`src/rtl/clock_rate_controller.sv`:
```
// Programmable clock divider with a two-requester, round-robin rate-change port.
// New divisors are staged and only applied on a period boundary.
module clock_rate_controller #(
   parameter int unsigned DIV_WIDTH   = 19,
   parameter int unsigned DEFAULT_DIV = 500
) (
   input  logic                 clock,
   input  logic                 reset,
   input  logic [1:0]           req_valid,
   input  logic [DIV_WIDTH-1:0] req_div0,
   input  logic [DIV_WIDTH-1:0] req_div1,
   output logic [1:0]           req_ready,
   output logic                 grant_id,
   output logic                 busy,
   output logic [DIV_WIDTH-1:0] cur_div,
   output logic                 tick,
   output logic                 newClock
);

   typedef enum logic {
      IDLE    = 1'b0,
      PENDING = 1'b1
   } state_e;

   localparam logic [DIV_WIDTH-1:0] DEF_DIV = DIV_WIDTH'(DEFAULT_DIV);
   localparam logic [DIV_WIDTH-1:0] MIN_DIV = DIV_WIDTH'(2);
   localparam logic [DIV_WIDTH-1:0] ONE     = DIV_WIDTH'(1);

   state_e               state_q, state_d;
   logic [DIV_WIDTH-1:0] cnt_q, cnt_d;
   logic [DIV_WIDTH-1:0] div_q, div_d;
   logic [DIV_WIDTH-1:0] pend_q, pend_d;
   logic                 ptr_q, ptr_d;
   logic                 gid_q, gid_d;

   logic                 last;
   logic                 win;
   logic [DIV_WIDTH-1:0] win_div;
   logic [DIV_WIDTH-1:0] win_clamp;

   assign last     = (cnt_q == (div_q - ONE));
   assign tick     = last;
   assign newClock = (cnt_q >= (div_q >> 1));
   assign cur_div  = div_q;
   assign grant_id = gid_q;

   // Contention goes to the pointer; a lone requester wins outright.
   assign win       = (&req_valid) ? ptr_q : req_valid[1];
   assign win_div   = win ? req_div1 : req_div0;
   assign win_clamp = (win_div < MIN_DIV) ? MIN_DIV : win_div;

   always_comb begin
      state_d   = state_q;
      cnt_d     = last ? '0 : (cnt_q + ONE);
      div_d     = div_q;
      pend_d    = pend_q;
      ptr_d     = ptr_q;
      gid_d     = gid_q;
      req_ready = 2'b00;
      busy      = 1'b0;
      case (state_q)
         IDLE: begin
            if ((|req_valid) && !reset) begin
               req_ready = win ? 2'b10 : 2'b01;
               pend_d    = win_clamp;
               gid_d     = win;
               ptr_d     = ~win;
               state_d   = PENDING;
            end
         end
         PENDING: begin
            busy = 1'b1;
            if (last) begin
               div_d   = pend_q;
               state_d = IDLE;
            end
         end
      endcase
   end

   always_ff @(posedge clock) begin
      if (reset) begin
         state_q <= IDLE;
         cnt_q   <= '0;
         div_q   <= DEF_DIV;
         pend_q  <= '0;
         ptr_q   <= 1'b0;
         gid_q   <= 1'b0;
      end else begin
         state_q <= state_d;
         cnt_q   <= cnt_d;
         div_q   <= div_d;
         pend_q  <= pend_d;
         ptr_q   <= ptr_d;
         gid_q   <= gid_d;
      end
   end

endmodule

```
`config.mk`:
```
export PLATFORM = sky130hd
export DESIGN_NAME = clock_rate_controller
export DESIGN_NICKNAME = d
export VERILOG_FILES = /design/src/rtl/clock_rate_controller.sv
export SDC_FILE = /design/constraint.sdc
export NUM_CORES = 1
export LEC_CHECK = 0
export ABC_AREA = 1
export BUFFER_PORTS_ARGS = -buffer_cell sky130_fd_sc_hd__buf_2
export CAP_MARGIN = 20
export CELL_PAD_IN_SITES_DETAIL_PLACEMENT = 0
export CELL_PAD_IN_SITES_GLOBAL_PLACEMENT = 2
export CORE_ASPECT_RATIO = 0.75
export CORE_UTILIZATION = 28
export DETAILED_ROUTE_END_ITERATION = 10
export PLACE_DENSITY = 0.79
export SYNTH_ARGS = -nofsm -noshare
export SYNTH_HDL_FRONTEND = slang
export SYNTH_SLANG_ARGS = --single-unit
```
`constraint.sdc`:
```
create_clock -name clock -period 1.9 [get_ports clock]
set_clock_uncertainty 0.05 [all_clocks]
set_input_delay 0.095 -clock clock [delete_from_list [all_inputs] [get_ports clock]]
set_output_delay 0.095 -clock clock [all_outputs]
set_load 0.02 [all_outputs]
```
==> results of run 1 <==
-- cells in the mapped netlist, types with 2 or more instances --
library cell    n  area [um2]
dfxtp_1        60        1200
nand3b_1        3        22.5
nor2_8          2        40.0
mux2i_1         2        20.0
clkbuf_1       10        37.5
inv_2           5        18.8
nor3_1         11        55.1
nand3_1        34         170
buf_4           2        15.0
nand2_2         4        25.0
xor2_1         10        87.6
nand4_1        32         200
o21ai_0        27         135
buf_6           3        33.8
nand2_1       145         544
nor2_4          5        56.3
nor2_2          5        31.3
or2_2           4        25.0
o21ai_1         3        15.0
nor2_1         99         372
buf_2           4        20.0
ha_1           20         250
inv_1         102         383
a21oi_1        32         160
xnor2_1        16         140
-- tightest hold or removal path, cell delays in order --
cell	delay, ns
buf_2	0.08
o21ai_1	0.08
o21ai_0	0.13
-- how the worst min path moves through the flow --
stage / end / slack (ns) / depth (start not counted)
finish: pend_q[16] / 0.04 / 3
global route: pend_q[16] / 0.09 / 3
CTS: pend_q[1] / 0.06 / 3
detailed placement: pend_q[1] / 0.41 / 3
global placement: pend_q[1] / 0.40 / 3
floorplan: pend_q[1] / 0.25 / 2
-- cell families (layout without fill, tap and decap cells) --
| group | count (synthesis) | after routing |
|---|---|---|
| buffers and inverters | 127 | 306 |
| muxes | 2 | 2 |
| and+or+nand+nor | 347 | 351 |
| AOI/OAI and AO/OA | 71 | 71 |
| xor gates and xnor gates | 26 | 26 |
| DFF | 60 | 60 |
| adders and majority gates | 20 | 20 |
-- routing by layer --
metal	vias to the layer above	wire length, um
li1	2431	-
met1	2131	6870
met2	85	6480
met3	13	706
met4	0	165
met5	-	0
-- layout make-up --
type / count / area, um2 / area share [%]
flip-flops and latches: 60 / 1230 / 19.5
repair buffers: 183 / 1320 / 20.9
multi-input cells: 470 / 2790 / 44.0
well taps: 200 / 250 / 3.95
clock buffers: 11 / 253 / 3.99
clock inverters: 5 / 82.6 / 1.30
inverters: 107 / 407 / 6.42
-- state kept, by name, indices dropped and copies added (netlist names) --
signal    flops
grant_id      1
ptr_q         1
cnt_q        19
cur_div      19
state_q       1
pend_q       19
-- power by group through the flow --
stage | clock, mW | sequential (mW) | combinational, mW
after floorplan | 0 | 1.35 | 0.208
after global placement | 0 | 1.35 | 0.354
after detailed placement | 0 | 1.35 | 0.362
after CTS | 1.88 | 1.31 | 0.395
after global routing | 1.94 | 1.32 | 0.444
final | 1.85 | 1.32 | 0.396
-- repair_timing --
item | 4_1_cts | 5_1_grt
gates resized for setup | 64 | 21
pin swaps | 22 | 15
setup endpoints to repair | 41 | 43
setup buffers | 14 | 1
cloned | 7 | 0
-- placed cells by master (no fill, tap or decap), types with 8 or more instances in the layout --
master	instances
xnor2_1	15
buf_2	64
a21oi_2	8
a21oi_1	24
clkbuf_16	9
nor2_2	10
ha_1	17
inv_1	98
nand4_1	32
xor2_1	10
buf_4	106
nor2_1	87
dfxtp_1	48
nor2_4	13
nand3_1	29
nor3_2	8
nand2_1	138
o21ai_0	20
==> results.json, run 1 <==
{
  "outcome": "complete, but fails checks",
  "failed_checks": "negative setup slack",
  "period_share_pct": 119,
  "drt_pass1_iterations": 4,
  "synth_flop_cell": "dfxtp_1",
  "timing_worst_slew_pin_value_ns": 0.410,
  "reg2reg_setup_slack_ns": -0.32,
  "worst_skew_pair.late_latency_ns": 0.33,
  "globalRoute.totalOverflow": 0,
  "critical_path_depth": 12,
  "hpwl_mm": 10.6,
  "track_usage_pct": 19.8,
  "final_critical_path_setup_slack_ns": -0.360,
  "postSynthAreaPerCell_um2": 6.38,
  "synth-xor-area-share_pct": 5.46,
  "synth_fp_nets": 715,
  "post_layout_nonfiller_instances": 1036,
  "worst_path_cell_trace": "inv_4 -> ha_4 -> xnor2_2 -> a21oi_2 -> buf_4 -> o221ai_2 -> nor2_1 -> nand3b_1 -> nor2_2 -> nand3_1 -> nor2_1 -> buf_4",
  "share_of_synthesized_area_spent_on_multiplexers_pct": 0.480,
  "grt_pass1_vias": 4687,
  "grt_busiest_layer": "met2",
  "yosys_warnings": 0,
  "worst-path-max-fanout": 3,
  "postSynth.asyncResetShare_pct": 0,
  "worstPathRequired_ns": 1.75,
  "setup_repair_after_global_routing_missed_its_margin": "yes",
  "die_width_um": 143,
  "fmax_mhz": 442,
  "seq_area_frac_synth_pct": 28.8,
  "worst_hold_slack_ns": 0.0384,
  "cts.clk_slew.worst_paths_ns": 0.06,
  "antenna_cells": 0,
  "totalWireLength_mm": 14.2,
  "combPwrFrac_pct": 11.1,
  "utilization_pct": 43.7,
  "floorplan.io_pins": 67,
  "synth_compound_area_share_pct": 9.16,
  "first_iter_violations": 230,
  "max-clock-path-buffers": 2,
  "initial_utilization_pct": 28.7,
  "critPathTopFamily": "simple AND/OR/NAND/NOR gates",
  "critPathLaunch": "cur_div[1]",
  "final.setup.tns_ns": -11.31,
  "worstSetupEndpoint": "tick",
  "vias_per_cell": 4.50,
  "switching_share_pct": 25.0,
  "final_net_count": 893,
  "pin_count_of_the_biggest_net_entering_global_routing": 25,
  "sequentialPowerShare_pct": 37.0,
  "clock_buffer_count_from_cts": 9,
  "power.density_cell_area_nw_per_um2": 562,
  "numPlacedInstances": 999,
  "die_h_um": 108,
  "cts_tree": "done",
  "global_route.usage.met3_pct": 4.27,
  "detail_route.drc_violations": 0,
  "routed-via-count": 4660,
  "min_path_type": "input port to flop",
  "grt_pass1_wl_mm": 23.3,
  "maxcap_viol_count": 0,
  "die-area_um2": 15400,
  "fillerInstances": 1515,
  "power.internal_mw": 2.67,
  "total_switching_power_mw": 0.888,
  "power.share.clock_pct": 51.9,
  "timing.max_slew.rel_slack_pct": 72.7,
  "timing_worst_setup_path_type": "flop to primary output",
  "synth_fa_ha_area_share_pct": 6.00,
  "global_route.usage.met1_pct": 26.2,
  "crit_path_end_kind": "primary output",
  "cpPeakStageDelay_ns": 0.38,
  "std_cell_rows": 38,
  "postRouteAntennaNets": 0,
  "cellLeakagePower_nw": 3.09,
  "cp.arrival_ns": 2.11,
  "p_total_mw": 3.56,
  "hold_violations": 0,
  "cp.buffers_inverters": 3,
  "postPlaceCellArea_um2": 5480,
  "port_buffers": 66,
  "netlist_area_um2": 4170,
  "worst_r2r_startpoint": "cur_div[1]",
  "antenna_violations_before_repair": 0,
  "syn_to_final_growth_pct": 52.0,
  "reg2regPathDepth": 14,
  "critical_path.reg2reg.endpoint": "cur_div[12]",
  "finalWeightedCongestion": 0.875,
  "post_synth_num_cell_types": 38,
  "synth_enable_flop_cells": 0,
  "hold_start": "req_div1[16]",
  "final-max-slew-violation-count": 0,
  "design_area_um2": 6330,
  "cts.sink_count": 60,
  "timing.final.setup_violations": 41,
  "clock_tree.htree_level_count": 3,
  "period_needed_ns": 2.26,
  "crit_path_start_kind": "flop",
  "total_core_area_um2": 14500,
  "cts_hold_repair.buffers": 0,
  "grt_util_met2_pct": 32.3,
  "cts_root_buffer": "clkbuf_16",
  "synth_cells": 653,
  "number_of_synthesized_register_bits": 60,
  "crit_slowest_cell": "dfxtp_4",
  "synth_top_family_by_area": "simple AND/OR/NAND/NOR gates",
  "layout-drive-gt1-share_pct": 35.3,
  "largest_voltage_drop_on_the_vdd_net_uv": 339,
  "detailedPlace.worstSlack_ns": -0.310,
  "avgRoutedWirePerCell_um": 13.7,
  "synth-simple-area-share_pct": 37.8
}
Note: power is estimated with default switching activity, not from simulation.
==> run 2, diff against run 1 <==
--- a/config.mk
+++ b/config.mk
@@ -5,13 +5,12 @@
 export SDC_FILE = /design/constraint.sdc
 export NUM_CORES = 1
 export LEC_CHECK = 0
-export ABC_AREA = 1
 export BUFFER_PORTS_ARGS = -buffer_cell sky130_fd_sc_hd__buf_2
 export CAP_MARGIN = 20
 export CELL_PAD_IN_SITES_DETAIL_PLACEMENT = 0
 export CELL_PAD_IN_SITES_GLOBAL_PLACEMENT = 2
 export CORE_ASPECT_RATIO = 0.75
-export CORE_UTILIZATION = 28
+export CORE_UTILIZATION = 31
 export DETAILED_ROUTE_END_ITERATION = 10
 export PLACE_DENSITY = 0.79
 export SYNTH_ARGS = -nofsm -noshare
==> results.json, run 2 <==
{
  "outcome": "complete, but fails checks",
  "failed_checks": "negative setup slack",
  "detail_route.drc_violations": 0,
  "floorplan.io_pins": 67,
  "timing_worst_slew_pin_value_ns": 0.672,
  "die_width_um": 130,
  "numPlacedInstances": 724,
  "reg2regPathDepth": 8,
  "cellLeakagePower_nw": 2.45,
  "seq_area_frac_synth_pct": 31.5,
  "min_path_type": "input port to flop",
  "period_needed_ns": 2.77,
  "worstPathRequired_ns": 1.75,
  "cts_root_buffer": "clkbuf_16",
  "yosysTopAreaCell": "dfxtp_1",
  "first_iter_violations": 195,
  "max-clock-path-buffers": 2,
  "die-area_um2": 12700,
  "routed-via-count": 3794,
  "grt_pass1_wl_mm": 18.4,
  "total_core_area_um2": 11800,
  "finalWeightedCongestion": 0.924,
  "synthTopCellsByCount": "dfxtp_1 (60), nor2_1 (38), xnor2_1 (31)",
  "postRouteAntennaNets": 0,
  "hold_violations": 0,
  "utilization_pct": 47.9,
  "mostFrequentLayoutCell": "buf_4",
  "netlist_top_cells_area": "dfxtp_1 (32%), xnor2_1 (7.1%), ha_1 (6.6%), mux2i_1 (5.3%), a211oi_1 (3.9%)",
  "grt_pass1_vias": 3763,
  "cts.sink_count": 60,
  "fmax_mhz": 361,
  "largest_voltage_drop_on_the_vdd_net_uv": 473,
  "cts_hold_repair.buffers": 0,
  "timing.final.setup_violations": 41,
  "crit_path_end_kind": "primary output",
  "timing_worst_setup_path_type": "flop to primary output",
  "period_share_pct": 146,
  "final-max-slew-violation-count": 0,
  "synth_fp_nets": 496,
  "post_layout_nonfiller_instances": 751,
  "p_total_mw": 3.29,
  "fillerInstances": 1140,
  "avgRoutedWirePerCell_um": 15.4,
  "std_cell_rows": 34,
  "post_synth_num_cell_types": 47,
  "vias_per_cell": 5.05,
  "track_usage_pct": 18.8,
  "worst-path-max-fanout": 3,
  "timing.max_slew.rel_slack_pct": 55.2,
  "setup_repair_after_global_routing_missed_its_margin": "yes",
  "antenna_violations_before_repair": 0,
  "number_of_synthesized_register_bits": 60,
  "cp.arrival_ns": 2.62,
  "crit_path_start_kind": "flop",
  "synth_enable_flop_cells": 0,
  "clock_tree.htree_level_count": 3,
  "yosys_warnings": 0,
  "maxcap_viol_count": 0,
  "hpwl_mm": 8.85,
  "syn_to_final_growth_pct": 48.1,
  "netlist_area_um2": 3810,
  "globalRoute.totalOverflow": 0,
  "detailedPlace.worstSlack_ns": -0.917,
  "final_critical_path_setup_slack_ns": -0.869,
  "final_net_count": 646,
  "antenna_cells": 0,
  "mostFrequentLayoutCells": "buf_4 (89), buf_2 (64), dfxtp_1 (52)",
  "clock_buffer_count_from_cts": 9,
  "power.density_cell_area_nw_per_um2": 584,
  "design_area_um2": 5640,
  "totalWireLength_mm": 11.6,
  "drt_pass1_iterations": 4,
  "port_buffers": 66,
  "synthMostInstantiatedCell": "dfxtp_1",
  "postSynthAreaPerCell_um2": 8.78,
  "hold_depth": 3,
  "synth_flop_cell": "dfxtp_1",
  "pin_count_of_the_biggest_net_entering_global_routing": 39,
  "postSynth.asyncResetShare_pct": 0,
  "synth_cells": 434,
  "layout-drive-gt1-share_pct": 43.5,
  "initial_utilization_pct": 32.3,
  "postPlaceCellArea_um2": 5010,
  "cts_tree": "done",
  "die_h_um": 98.0,
  "cts.clk_slew.worst_paths_ns": 0.06,
  "synth_top_area_share_pct": 31.5,
  "worst_skew_pair.late_latency_ns": 0.33
}
## run 2: per-layer routing
layer  up-vias  routed length, um  share of wire, %  track usage [%]
li1       1893                  -                 -                -
met1      1795               5800                50             26.1
met2        89               5030                43             28.3
met3        17                613               5.3             4.93
met4         0                138               1.2             5.28
met5         -                  0                 0                0
## run 2: per-stage QoR
stage          hold WS [ns]  setup TNS (ns)
5_1_grt              0.0704          -36.02
4_1_cts              0.0599          -31.87
3_5_place_dp          0.408          -35.21
6_report             0.0634          -33.49
3_3_place_gp          0.399          -31.18
2_1_floorplan         0.279          -25.77
## run 2: cells by family (layout without fill, tap and decap cells)
| group | count (synthesis) | count (layout) | synth area share [%] |
|---|---|---|---|
| AO/OA/AOI/OAI | 78 | 78 | 15.4 |
| XOR/XNOR | 42 | 42 | 9.66 |
| adder cells (fa/ha/maj) | 20 | 20 | 6.57 |
| buffers and inverters | 52 | 207 | 6.34 |
| flip-flops | 60 | 60 | 31.5 |
| multiplexers | 21 | 21 | 5.55 |
| AND/OR/NAND/NOR | 161 | 161 | 24.9 |
## run 2: report_power, final
part | switching, mW | total [mW] | internal [mW]
Combinational | 0.169 | 0.311 | 0.142
Sequential | 0.0338 | 1.34 | 1.30
Clock | 0.633 | 1.64 | 1.01
## run 2: worst max-delay path: stages (launching register included)
cell      delay, ns
dfxtp_2        0.33
or4_4          0.58
nor3_2         0.32
nand3_2        0.13
xnor2_2        0.25
buf_4          0.15
nand4b_1       0.18
nor3_4         0.21
buf_6          0.15
## run 2: area by class of cell
cell class	instances	area, um2	area share, %
Clock buffer	11	264	4.68
Tap cell	162	203	3.59
Timing Repair Buffer	168	1230	21.8
Inverter	23	88.8	1.57
Sequential cell	60	1220	21.7
Clock inverter	5	41.3	0.732
Multi-Input combinational cell	322	2590	46.0
## run 2: path summary, 6_finish.rpt
path	start	slack [ns]	end
setup reg to reg	cur_div[1]	-0.86	cnt_q[1]
hold / removal	req_div1[3]	0.06	pend_q[3]
hold reg to reg	pend_q[0]	0.42	pend_q[0]
setup / recovery	cur_div[8]	-0.87	tick
## run 2: what timing repair did
item	in CTS	in global routing
cloned	0	2
setup buffers	5	5
gates resized for setup	27	23
endpoints found under the setup margin	41	42
pin swaps	12	17
